--- config.mk ---
export PLATFORM = sky130hd
export DESIGN_NAME = hazard_scoreboard_flat
export DESIGN_NICKNAME = d
export VERILOG_FILES = /design/src/rtl/hazard_scoreboard_pkg.sv /design/src/rtl/hazard_scoreboard_if.sv /design/src/rtl/hazard_scoreboard_match.sv /design/src/rtl/hazard_scoreboard.sv /design/src/flat_wrapper.sv
export SDC_FILE = /design/constraint.sdc
export NUM_CORES = 1
export LEC_CHECK = 0
export CELL_PAD_IN_SITES_DETAIL_PLACEMENT = 1
export CELL_PAD_IN_SITES_GLOBAL_PLACEMENT = 1
export CORE_ASPECT_RATIO = 0.6
export CORE_UTILIZATION = 30
export DETAILED_ROUTE_END_ITERATION = 8
export DONT_BUFFER_PORTS = 1
export PLACE_DENSITY_LB_ADDON = 0.1
export SLEW_MARGIN = 20
export SYNTH_ARGS = -nofsm -noshare
export SYNTH_HDL_FRONTEND = slang
export SYNTH_HIERARCHICAL = 1
export SYNTH_SLANG_ARGS = --single-unit
--- constraint.sdc ---
create_clock -name clk -period 2 [get_ports clk]
set_clock_uncertainty 0.15 [all_clocks]
set_input_delay 0.5 -clock clk [delete_from_list [all_inputs] [get_ports clk]]
set_output_delay 0.5 -clock clk [all_outputs]
set_load 0.05 [all_outputs]
--- src/rtl/hazard_scoreboard_pkg.sv ---
`default_nettype none
// ============================================================================
// Module  : arm_pipe_pkg
// Purpose : Shared types and constants for the 64-bit ARM pipeline hazard
//           scoreboard: in-flight entry record, forward-select encoding and
//           names for the tracked pipeline positions.
// Ports   : none (package)
// Config  : none
// Revision: 1.0  initial release
// ============================================================================
package arm_pipe_pkg;

  // Register-index storage width inside an entry. It is wider than any
  // realistic REGW so one packed record serves every parametrisation; indices
  // are zero-extended on the way in and compared at full width.
  localparam int RD_MAXW = 8;

  // fwd_sel value meaning "read the register file, no forwarding".
  localparam int FWD_REGFILE = 0;

  // Tracked positions after decode.
  localparam int POS_EX  = 0;
  localparam int POS_MEM = 1;
  localparam int POS_WB  = 2;

  // One in-flight instruction. valid=1 only for a real register writer.
  typedef struct packed {
    logic               valid;
    logic [RD_MAXW-1:0] rd;
    logic               is_load;
  } entry_t;

endpackage
`default_nettype wire

--- src/rtl/hazard_scoreboard_if.sv ---
`default_nettype none
// ============================================================================
// Module  : hazard_scoreboard_if
// Purpose : Decode-side bundle between the IF/ID stage and the hazard
//           scoreboard.
// Ports   : master - decode stage: drives id_*, flush, ext_stall;
//                    receives stall, issue, fwd_sel_a/b, pending
//           slave  - scoreboard: the mirror image
// Config  : none
// Revision: 1.0  initial release
// ============================================================================
interface hazard_scoreboard_if #(
  parameter int REGW = 5,
  parameter int FWDW = 2
);
  logic            id_valid;
  logic [REGW-1:0] id_rs_a;
  logic [REGW-1:0] id_rs_b;
  logic            id_use_a;
  logic            id_use_b;
  logic [REGW-1:0] id_rd;
  logic            id_rd_wr;
  logic            id_is_load;
  logic            flush;
  logic            ext_stall;
  logic            stall;
  logic            issue;
  logic [FWDW-1:0] fwd_sel_a;
  logic [FWDW-1:0] fwd_sel_b;
  logic [FWDW-1:0] pending;

  modport master (
    output id_valid, id_rs_a, id_rs_b, id_use_a, id_use_b,
           id_rd, id_rd_wr, id_is_load, flush, ext_stall,
    input  stall, issue, fwd_sel_a, fwd_sel_b, pending
  );

  modport slave (
    input  id_valid, id_rs_a, id_rs_b, id_use_a, id_use_b,
           id_rd, id_rd_wr, id_is_load, flush, ext_stall,
    output stall, issue, fwd_sel_a, fwd_sel_b, pending
  );
endinterface
`default_nettype wire

--- src/rtl/hazard_scoreboard_match.sv ---
`default_nettype none
// ============================================================================
// Module  : hazard_match
// Purpose : Compares one decode source operand against every tracked entry.
//           Reports whether any older writer matches and, when forwarding is
//           built in, the youngest matching position (as a forward select)
//           and whether that youngest match is a load still in EX.
// Ports   : i_entries  - tracked entries, index 0 = EX (youngest)
//           i_rs       - source register index
//           i_use      - the instruction really reads i_rs
//           o_hit      - some valid entry writes i_rs
//           o_pos      - (FORWARDING_EN) 0 = regfile, k = position k-1
//           o_load_use - (FORWARDING_EN) youngest match is a load at EX
// Config  : FORWARDING_EN enables the priority/forwarding outputs
// Revision: 1.0  initial release
// ============================================================================
module hazard_match
  import arm_pipe_pkg::*;
#(
  parameter int STAGES   = 3,
  parameter int REGW     = 5,
  parameter int ZERO_REG = 31
`ifdef FORWARDING_EN
  ,
  parameter int FWDW     = 2
`endif
) (
  input  entry_t [STAGES-1:0] i_entries,
  input  logic   [REGW-1:0]   i_rs,
  input  logic                i_use,
  output logic                o_hit
`ifdef FORWARDING_EN
  ,
  output logic   [FWDW-1:0]   o_pos,
  output logic                o_load_use
`endif
);

  logic               w_src_live;
  logic [RD_MAXW-1:0] w_rs_ext;
  logic [STAGES-1:0]  w_match;

  // The zero register never creates a dependency.
  assign w_src_live = i_use && (i_rs != REGW'(ZERO_REG));
  assign w_rs_ext   = RD_MAXW'(i_rs);

  for (genvar p = 0; p < STAGES; p++) begin : g_cmp
    assign w_match[p] = w_src_live && i_entries[p].valid &&
                        (i_entries[p].rd == w_rs_ext);
  end

  assign o_hit = |w_match;

`ifdef FORWARDING_EN
  // Scan oldest to youngest so the youngest match overwrites older ones.
  always_comb begin
    o_pos = FWDW'(FWD_REGFILE);
    for (int p = STAGES - 1; p >= 0; p--) begin
      if (w_match[p]) begin
        o_pos = FWDW'(p + 1);
      end
    end
  end

  // A load in EX has no result yet, so it cannot forward.
  assign o_load_use = w_match[POS_EX] && i_entries[POS_EX].is_load;
`endif

endmodule
`default_nettype wire

--- src/rtl/hazard_scoreboard.sv ---
`default_nettype none
// ============================================================================
// Module  : hazard_scoreboard
// Purpose : Data-hazard scoreboard beside the IF/ID stage. Tracks the
//           destination of every instruction in the STAGES positions after
//           decode and decides per source operand whether decode stalls or
//           which stage forwards the value.
// Ports   : clk    - rising-edge clock
//           reset  - synchronous, active-high; clears all entries
//           sb     - hazard_scoreboard_if.slave:
//                    in : id_valid, id_rs_a/b, id_use_a/b, id_rd, id_rd_wr,
//                         id_is_load, flush, ext_stall
//                    out: stall, issue, fwd_sel_a/b, pending
// Config  : FORWARDING_EN - defined: forward from EX/MEM/WB, stall only on
//                           load-use; undefined: fwd_sel tied to 0, any
//                           in-flight writer of a used source stalls
// Revision: 1.0  initial release
// ============================================================================
module hazard_scoreboard
  import arm_pipe_pkg::*;
#(
  parameter int NREGS    = 32,
  parameter int REGW     = 5,
  parameter int STAGES   = 3,
  parameter int ZERO_REG = 31,
  parameter int FWDW     = $clog2(STAGES + 1)
) (
  input  logic                clk,
  input  logic                reset,
  hazard_scoreboard_if.slave  sb
);

  if (REGW != $clog2(NREGS)) begin : g_bad_regw
    $error("hazard_scoreboard: REGW must equal clog2(NREGS)");
  end

  entry_t [STAGES-1:0] r_entries;
  entry_t              w_new;

  logic w_hit_a;
  logic w_hit_b;
  logic w_hazard_a;
  logic w_hazard_b;
  logic w_active;
  logic w_stall;
  logic w_issue;

`ifdef FORWARDING_EN
  logic [FWDW-1:0] w_pos_a;
  logic [FWDW-1:0] w_pos_b;
  logic            w_load_use_a;
  logic            w_load_use_b;
`endif

  // Matching looks only at registered entries, i.e. strictly older
  // instructions, so an instruction whose rd equals its own source never
  // stalls on itself.
  hazard_match #(
    .STAGES   (STAGES),
    .REGW     (REGW),
    .ZERO_REG (ZERO_REG)
`ifdef FORWARDING_EN
    ,
    .FWDW     (FWDW)
`endif
  ) u_match_a (
    .i_entries  (r_entries),
    .i_rs       (sb.id_rs_a),
    .i_use      (sb.id_use_a),
    .o_hit      (w_hit_a)
`ifdef FORWARDING_EN
    ,
    .o_pos      (w_pos_a),
    .o_load_use (w_load_use_a)
`endif
  );

  hazard_match #(
    .STAGES   (STAGES),
    .REGW     (REGW),
    .ZERO_REG (ZERO_REG)
`ifdef FORWARDING_EN
    ,
    .FWDW     (FWDW)
`endif
  ) u_match_b (
    .i_entries  (r_entries),
    .i_rs       (sb.id_rs_b),
    .i_use      (sb.id_use_b),
    .o_hit      (w_hit_b)
`ifdef FORWARDING_EN
    ,
    .o_pos      (w_pos_b),
    .o_load_use (w_load_use_b)
`endif
  );

`ifdef FORWARDING_EN
  assign w_hazard_a   = w_load_use_a;
  assign w_hazard_b   = w_load_use_b;
  assign sb.fwd_sel_a = w_pos_a;
  assign sb.fwd_sel_b = w_pos_b;
  // w_hit_* is implied by a non-zero forward select; kept for symmetry.
  logic w_unused_hits;
  assign w_unused_hits = w_hit_a ^ w_hit_b;
`else
  assign w_hazard_a   = w_hit_a;
  assign w_hazard_b   = w_hit_b;
  assign sb.fwd_sel_a = FWDW'(FWD_REGFILE);
  assign sb.fwd_sel_b = FWDW'(FWD_REGFILE);
`endif

  // Flush kills the decode instruction, so its hazards are irrelevant.
  assign w_active = sb.id_valid && !sb.flush;
  assign w_stall  = sb.ext_stall || (w_active && (w_hazard_a || w_hazard_b));
  assign w_issue  = w_active && !w_stall;

  assign sb.stall = w_stall;
  assign sb.issue = w_issue;

  // Only real writers are recorded; everything else becomes a bubble so the
  // stored rd of a dead slot can never produce a false match.
  always_comb begin
    w_new         = '0;
    w_new.valid   = w_issue && sb.id_rd_wr && (sb.id_rd != REGW'(ZERO_REG));
    if (w_new.valid) begin
      w_new.rd      = RD_MAXW'(sb.id_rd);
      w_new.is_load = sb.id_is_load;
    end
  end

  always_ff @(posedge clk) begin
    if (reset) begin
      r_entries <= '0;
    end else if (!sb.ext_stall) begin
      r_entries[0] <= w_new;
      for (int p = 1; p < STAGES; p++) begin
        r_entries[p] <= r_entries[p-1];
      end
    end
  end

  // Popcount of the registered entries; tracks the shift by construction.
  always_comb begin
    sb.pending = '0;
    for (int p = 0; p < STAGES; p++) begin
      sb.pending = sb.pending + FWDW'(r_entries[p].valid);
    end
  end

endmodule
`default_nettype wire

--- src/flat_wrapper.sv ---
// flat-port wrapper written by rule: the top's interface ports become plain ports
module hazard_scoreboard_flat import arm_pipe_pkg::*;
#(
  parameter int NREGS    = 32,
  parameter int REGW     = 5,
  parameter int STAGES   = 3,
  parameter int ZERO_REG = 31,
  parameter int FWDW     = $clog2(STAGES + 1)
)
  (clk, reset, sb_id_valid, sb_id_rs_a, sb_id_rs_b, sb_id_use_a, sb_id_use_b, sb_id_rd, sb_id_rd_wr, sb_id_is_load, sb_flush, sb_ext_stall, sb_stall, sb_issue, sb_fwd_sel_a, sb_fwd_sel_b, sb_pending);
  hazard_scoreboard_if #(.REGW(REGW), .FWDW(FWDW)) sb_i ();
  input  logic clk;
  input  logic reset;
  input wire logic [$bits(sb_i.id_valid)-1:0] sb_id_valid;
  input wire logic [$bits(sb_i.id_rs_a)-1:0] sb_id_rs_a;
  input wire logic [$bits(sb_i.id_rs_b)-1:0] sb_id_rs_b;
  input wire logic [$bits(sb_i.id_use_a)-1:0] sb_id_use_a;
  input wire logic [$bits(sb_i.id_use_b)-1:0] sb_id_use_b;
  input wire logic [$bits(sb_i.id_rd)-1:0] sb_id_rd;
  input wire logic [$bits(sb_i.id_rd_wr)-1:0] sb_id_rd_wr;
  input wire logic [$bits(sb_i.id_is_load)-1:0] sb_id_is_load;
  input wire logic [$bits(sb_i.flush)-1:0] sb_flush;
  input wire logic [$bits(sb_i.ext_stall)-1:0] sb_ext_stall;
  output wire logic [$bits(sb_i.stall)-1:0] sb_stall;
  output wire logic [$bits(sb_i.issue)-1:0] sb_issue;
  output wire logic [$bits(sb_i.fwd_sel_a)-1:0] sb_fwd_sel_a;
  output wire logic [$bits(sb_i.fwd_sel_b)-1:0] sb_fwd_sel_b;
  output wire logic [$bits(sb_i.pending)-1:0] sb_pending;
  assign sb_i.id_valid = sb_id_valid;
  assign sb_i.id_rs_a = sb_id_rs_a;
  assign sb_i.id_rs_b = sb_id_rs_b;
  assign sb_i.id_use_a = sb_id_use_a;
  assign sb_i.id_use_b = sb_id_use_b;
  assign sb_i.id_rd = sb_id_rd;
  assign sb_i.id_rd_wr = sb_id_rd_wr;
  assign sb_i.id_is_load = sb_id_is_load;
  assign sb_i.flush = sb_flush;
  assign sb_i.ext_stall = sb_ext_stall;
  assign sb_stall = sb_i.stall;
  assign sb_issue = sb_i.issue;
  assign sb_fwd_sel_a = sb_i.fwd_sel_a;
  assign sb_fwd_sel_b = sb_i.fwd_sel_b;
  assign sb_pending = sb_i.pending;
  hazard_scoreboard #(.NREGS(NREGS), .REGW(REGW), .STAGES(STAGES), .ZERO_REG(ZERO_REG), .FWDW(FWDW)) u_core (.clk(clk), .reset(reset), .sb(sb_i));
endmodule
# --- Yosys cells after proc, flatten, opt, wreduce, memory -nomap -nowiden ---
# Cells that the tools add are included.
totals:
  reg_bits: 27
  input_bits: 24
  elab_cells: 43
classes:
  addsub: 2
  n_eq_ne: 9
  n_mux: 1
  n_reduce_logical: 25
op_table:
  columns: ["operator", "count"]
  rows:
  - ["equality test 8 x 5 -> 1 bit", 6]
  - ["logical AND 1 bit", 19]
  - ["!= test 5 bit (second input constant)", 3]
  - ["two-way mux 6 bit", 1]
  - ["OR reduction 3 bit", 2]
  - ["adder 1 x 1 -> 2 bit", 1]
  - ["adder 2 x 1 -> 2 bit", 1]
  - ["logical NOT 1 bit", 2]
  - ["logical OR 1 bit", 2]

# --- Longest topological paths before layout ---
depth:
  word_depth: 13
  mapped_depth: 8
  depth_no_buf: 8

# --- Modules after synthesis ---
# The synthesis kept the hierarchy.
by_module_without_submodules:
  columns: ["module", "n_inst", "cells_each", "area_each_um2", "seq_area_each_um2"]
  rows:
  - ["hazard_scoreboard", 1, 95, 895.9, 420.4]
  - ["hazard_match", 2, 28, 232.7, 0.0]

# --- Least setup slack after synthesis ---
# OpenSTA, ideal clock, no wires.
synth_timing:
  path_type: "input -> output"
  start: "input port sb_id_rs_b[0]"
  end: "output port sb_stall"
  t_arrival_ns: 2.442
  required_time_ns: 1.350
  setup_slack_ns: -1.092
  path_stages: 6
  path_cell_list: "xor2_1 -> nor4_1 -> a31oi_1 -> a21oi_1 -> nor2_1 -> o21ai_0"
synth_via:
  elab_chain_cells: 8
  elab_cells_between_ends: 15
synth_lines:
  columns: ["item", "line_no", "text"]
  rows:
  - ["start: declaration", "flat_wrapper.sv:16", "input wire logic [$bits(sb_i.id_rs_b)-1:0] sb_id_rs_b;"]
  - ["!= test 5 bit", "hazard_scoreboard_match.sv:44", "assign w_src_live = i_use && (i_rs != REGW'(ZERO_REG));"]
  - ["logical AND 1 bit", "hazard_scoreboard_match.sv:44", null]
  - ["logical AND 1 bit (2 in a row)", "hazard_scoreboard_match.sv:48", "assign w_match[p] = w_src_live && i_entries[p].valid &&"]
  - ["OR reduction 3 bit (*)", "hazard_scoreboard_match.sv:52", "assign o_hit = |w_match;"]
  - ["named net u_core.w_hazard_b", "hazard_scoreboard.sv:43", "logic w_hazard_b;"]
  - ["logical OR 1 bit (*)", "hazard_scoreboard.sv:115", "assign w_stall = sb.ext_stall || (w_active && (w_hazard_a || w_hazard_b));"]
  - ["logical AND 1 bit (*)", "hazard_scoreboard.sv:115", null]
  - ["logical OR 1 bit (*)", "hazard_scoreboard.sv:115", null]
  - ["end: declaration", "flat_wrapper.sv:24", "output wire logic [$bits(sb_i.stall)-1:0] sb_stall;"]
# The timed path passes the listed nets; every way through them passes the cells marked *.

# --- Final worst setup path ---
layout_timing:
  start: "register u_core/r_entries[14] (netlist name)"
  end: "output port sb_issue"
layout_via:
  elab_chain_cells: 8
  elab_cells_between_ends: 11
layout_lines:
  columns: ["item", "line_no", "text"]
  rows:
  - ["start: declaration", "hazard_scoreboard.sv:37", "entry_t [STAGES-1:0] r_entries;"]
  - ["start signal: indexed assignment", "hazard_scoreboard.sv:138", "r_entries[p] <= r_entries[p-1];"]
  - ["equality test 8 x 5 -> 1 bit", "hazard_scoreboard_match.sv:49", "(i_entries[p].rd == w_rs_ext);"]
  - ["logical AND 1 bit", "hazard_scoreboard_match.sv:48", null]
  - ["OR reduction 3 bit", "hazard_scoreboard_match.sv:52", null]
  - ["named net u_core.w_hazard_b", "hazard_scoreboard.sv:43", null]
  - ["logical OR 1 bit", "hazard_scoreboard.sv:115", null]
  - ["logical AND 1 bit", "hazard_scoreboard.sv:115", null]
  - ["logical OR 1 bit", "hazard_scoreboard.sv:115", null]
  - ["logical NOT 1 bit", "hazard_scoreboard.sv:116", "assign w_issue = w_active && !w_stall;"]
  - ["logical AND 1 bit", "hazard_scoreboard.sv:116", null]
  - ["end: declaration", "flat_wrapper.sv:25", "output wire logic [$bits(sb_i.issue)-1:0] sb_issue;"]
# The timed path passes the listed nets, and every way through them passes these cells.

==> out/results.ini <==
[die]
dieWidth_um=85.3
die_area_mm2=0.00444
io_pins=32
die_h_um=52
fp-row-count=17
core_mm2=0.00383
initial_core_util=0.326

[pwr]
p_per_area_mw_per_mm2=451
total_power_w=0.000783
vdd_drop_max_mv=0.238
power.leakage_nw=0.672

[run]
cap_violations=0

[grt]
grt_pass1_vias=1124
grt_overflow=0
grt_max_degree=21
antenna_found_initial=0
grt_use_total=0.175
grt_pass1_wl_um=5740

[cts]
cts-root-buf=clkbuf_8
cts_buffer_depth=2
clk_pin_slew_ps=70
tritoncts=yes
cts.sinks=18
h-tree-depth=1
cts-buffers-inserted=3
clock_insertion_delay_worst_skew_ps=250
ctsHoldBuffers=0

[sta]
finalCriticalPeriod_ps=2620
fin_crit_sh=1.31
fmax_mhz=382
setup_ws_ps=-619
final_hold_viol_count=0
finalSetupViolations=9
drv_slew=0
rsz0062_at_grt=yes

[worst_setup_path]
slowest_stage=dfxtp_4
r2r-end=u_core/r_entries[5]
r2r_cells=9
critical_path_required_ps=1350
critical_path_class=register to output port
regToRegSetupSlack_ps=-150
end_kind=output port
r2r-start=u_core/r_entries[14]
cp_data_arrival_time_ps=1970
max_stage_delay_ps=380
cp-endpoint=sb_issue
cp_max_fo=4
cp-start-kind=register
worstSetupStartpoint=u_core/r_entries[14]
path_cells=xor2_1 -> nor4_2 -> a31oi_1 -> a21oi_2 -> buf_4 -> nor4b_4 -> and2_4

[run_status]
status=finished, violations left
violations=negative setup slack

[layout]
final_cells=220
drive_gt1_frac=0.364
regMostFlops=u_core/r_entries
finish.utilization=0.454
largest_register_ffs=18
layout.nets=199
top_regs=u_core/r_entries x18
area_delta_synth_final_pct=38.9
diodes=0

[synthesis]
ys_warn_count=6
synthCells=140
avgSynthCellArea_um2=8.93
syn-cell-area_mm2=0.00125

[drt]
routedWlPerCell_um=16.8
detail-route-antenna-nets=0
vias_per_cell=4.87
drc=0
drtIter0Drc=22
num_vias=1072
wl_um=3690
drtPass1Iterations=4

[placement]
port_buffers=0
detailed_place_hpwl_um=2770
place_inst=217
gp_congestion=0.786

[worst_hold_path]
min_from=reset
hold_path.class=input port to register

==> critical path, delay by kind of cell (launching register included) <==
family	cells	cell delay, ps
xor+xnor	1	240
compound gates	2	320
simple gates	3	630
flops	1	380
buf+inv	1	140
==> how the worst min path moves through the flow <==
| stage | endpoint | slack [ps] | depth (start not counted) |
|---|---|---|---|
| 2_1_floorplan | u_core/r_entries[5] | 330 | 2 |
| 3_3_place_gp | u_core/r_entries[3] | 360 | 2 |
| 3_5_place_dp | u_core/r_entries[3] | 360 | 2 |
| 4_1_cts | u_core/r_entries[15] | 150 | 1 |
| 5_1_grt | u_core/r_entries[5] | 140 | 1 |
| 6_report | u_core/r_entries[5] | 150 | 1 |
==> area by class of cell <==
class | instances | area [um2]
Timing Repair Buffer | 17 | 148
Inverter | 2 | 7.51
Sequential cell | 18 | 382
Tap cell | 47 | 58.8
Clock buffer | 4 | 55.1
Fill cell | 443 | 2090
Multi-Input combinational cell | 132 | 1090
==> metrics by stage <==
step                hold WS [ps]  instance area [um2]  setup TNS (ps)  worst slack (ps)
CTS                          146                 1640           -1430              -575
floorplan                    331                 1350            -616              -311
global placement             360                 1510           -2500              -515
finish                       155                 1740           -1780              -619
detailed placement           359                 1510           -2340              -496
global route                 138                 1740           -2730              -694
==> routing by layer <==
layer  up-vias  track usage  share of wire
li1        527            -              -
met1       511        0.236           0.47
met2        28        0.282           0.45
met3         6       0.0571          0.069
met4         0       0.0250          0.012
met5         -            0              0
==> report_power, final <==
part	internal [W]	switching (W)	total, W
logic	0.0000525	0.0000744	0.000127
registers	0.000359	0.00000380	0.000363
clock network	0.000175	0.000119	0.000293
total	0.000586	0.000197	0.000783
==> what timing repair did <==
item | in CTS | in global routing
endpoints found under the setup margin | 10 | 9
pin swaps | 22 | 9
resized for setup | 22 | 18
setup buffers | 1 | 0
==> cells in the final DEF (no fill, tap or decap), types with 2 or more instances in the layout <==
cell type / count
dfxtp_1: 5
inv_1: 2
clkbuf_8: 4
nor2_1: 12
conb_1: 22
mux2i_1: 12
buf_4: 14
xnor2_1: 9
xor2_1: 11
nor4b_1: 2
nand3_1: 4
xor2_2: 9
nand2_1: 8
nor4b_4: 4
dfxtp_4: 2
dfxtp_2: 11
a21oi_2: 3
nor4_2: 3
a21oi_1: 5
nand4_1: 12
o21ai_0: 2
buf_6: 2
No activity file was read; power rests on OpenSTA's default activity.
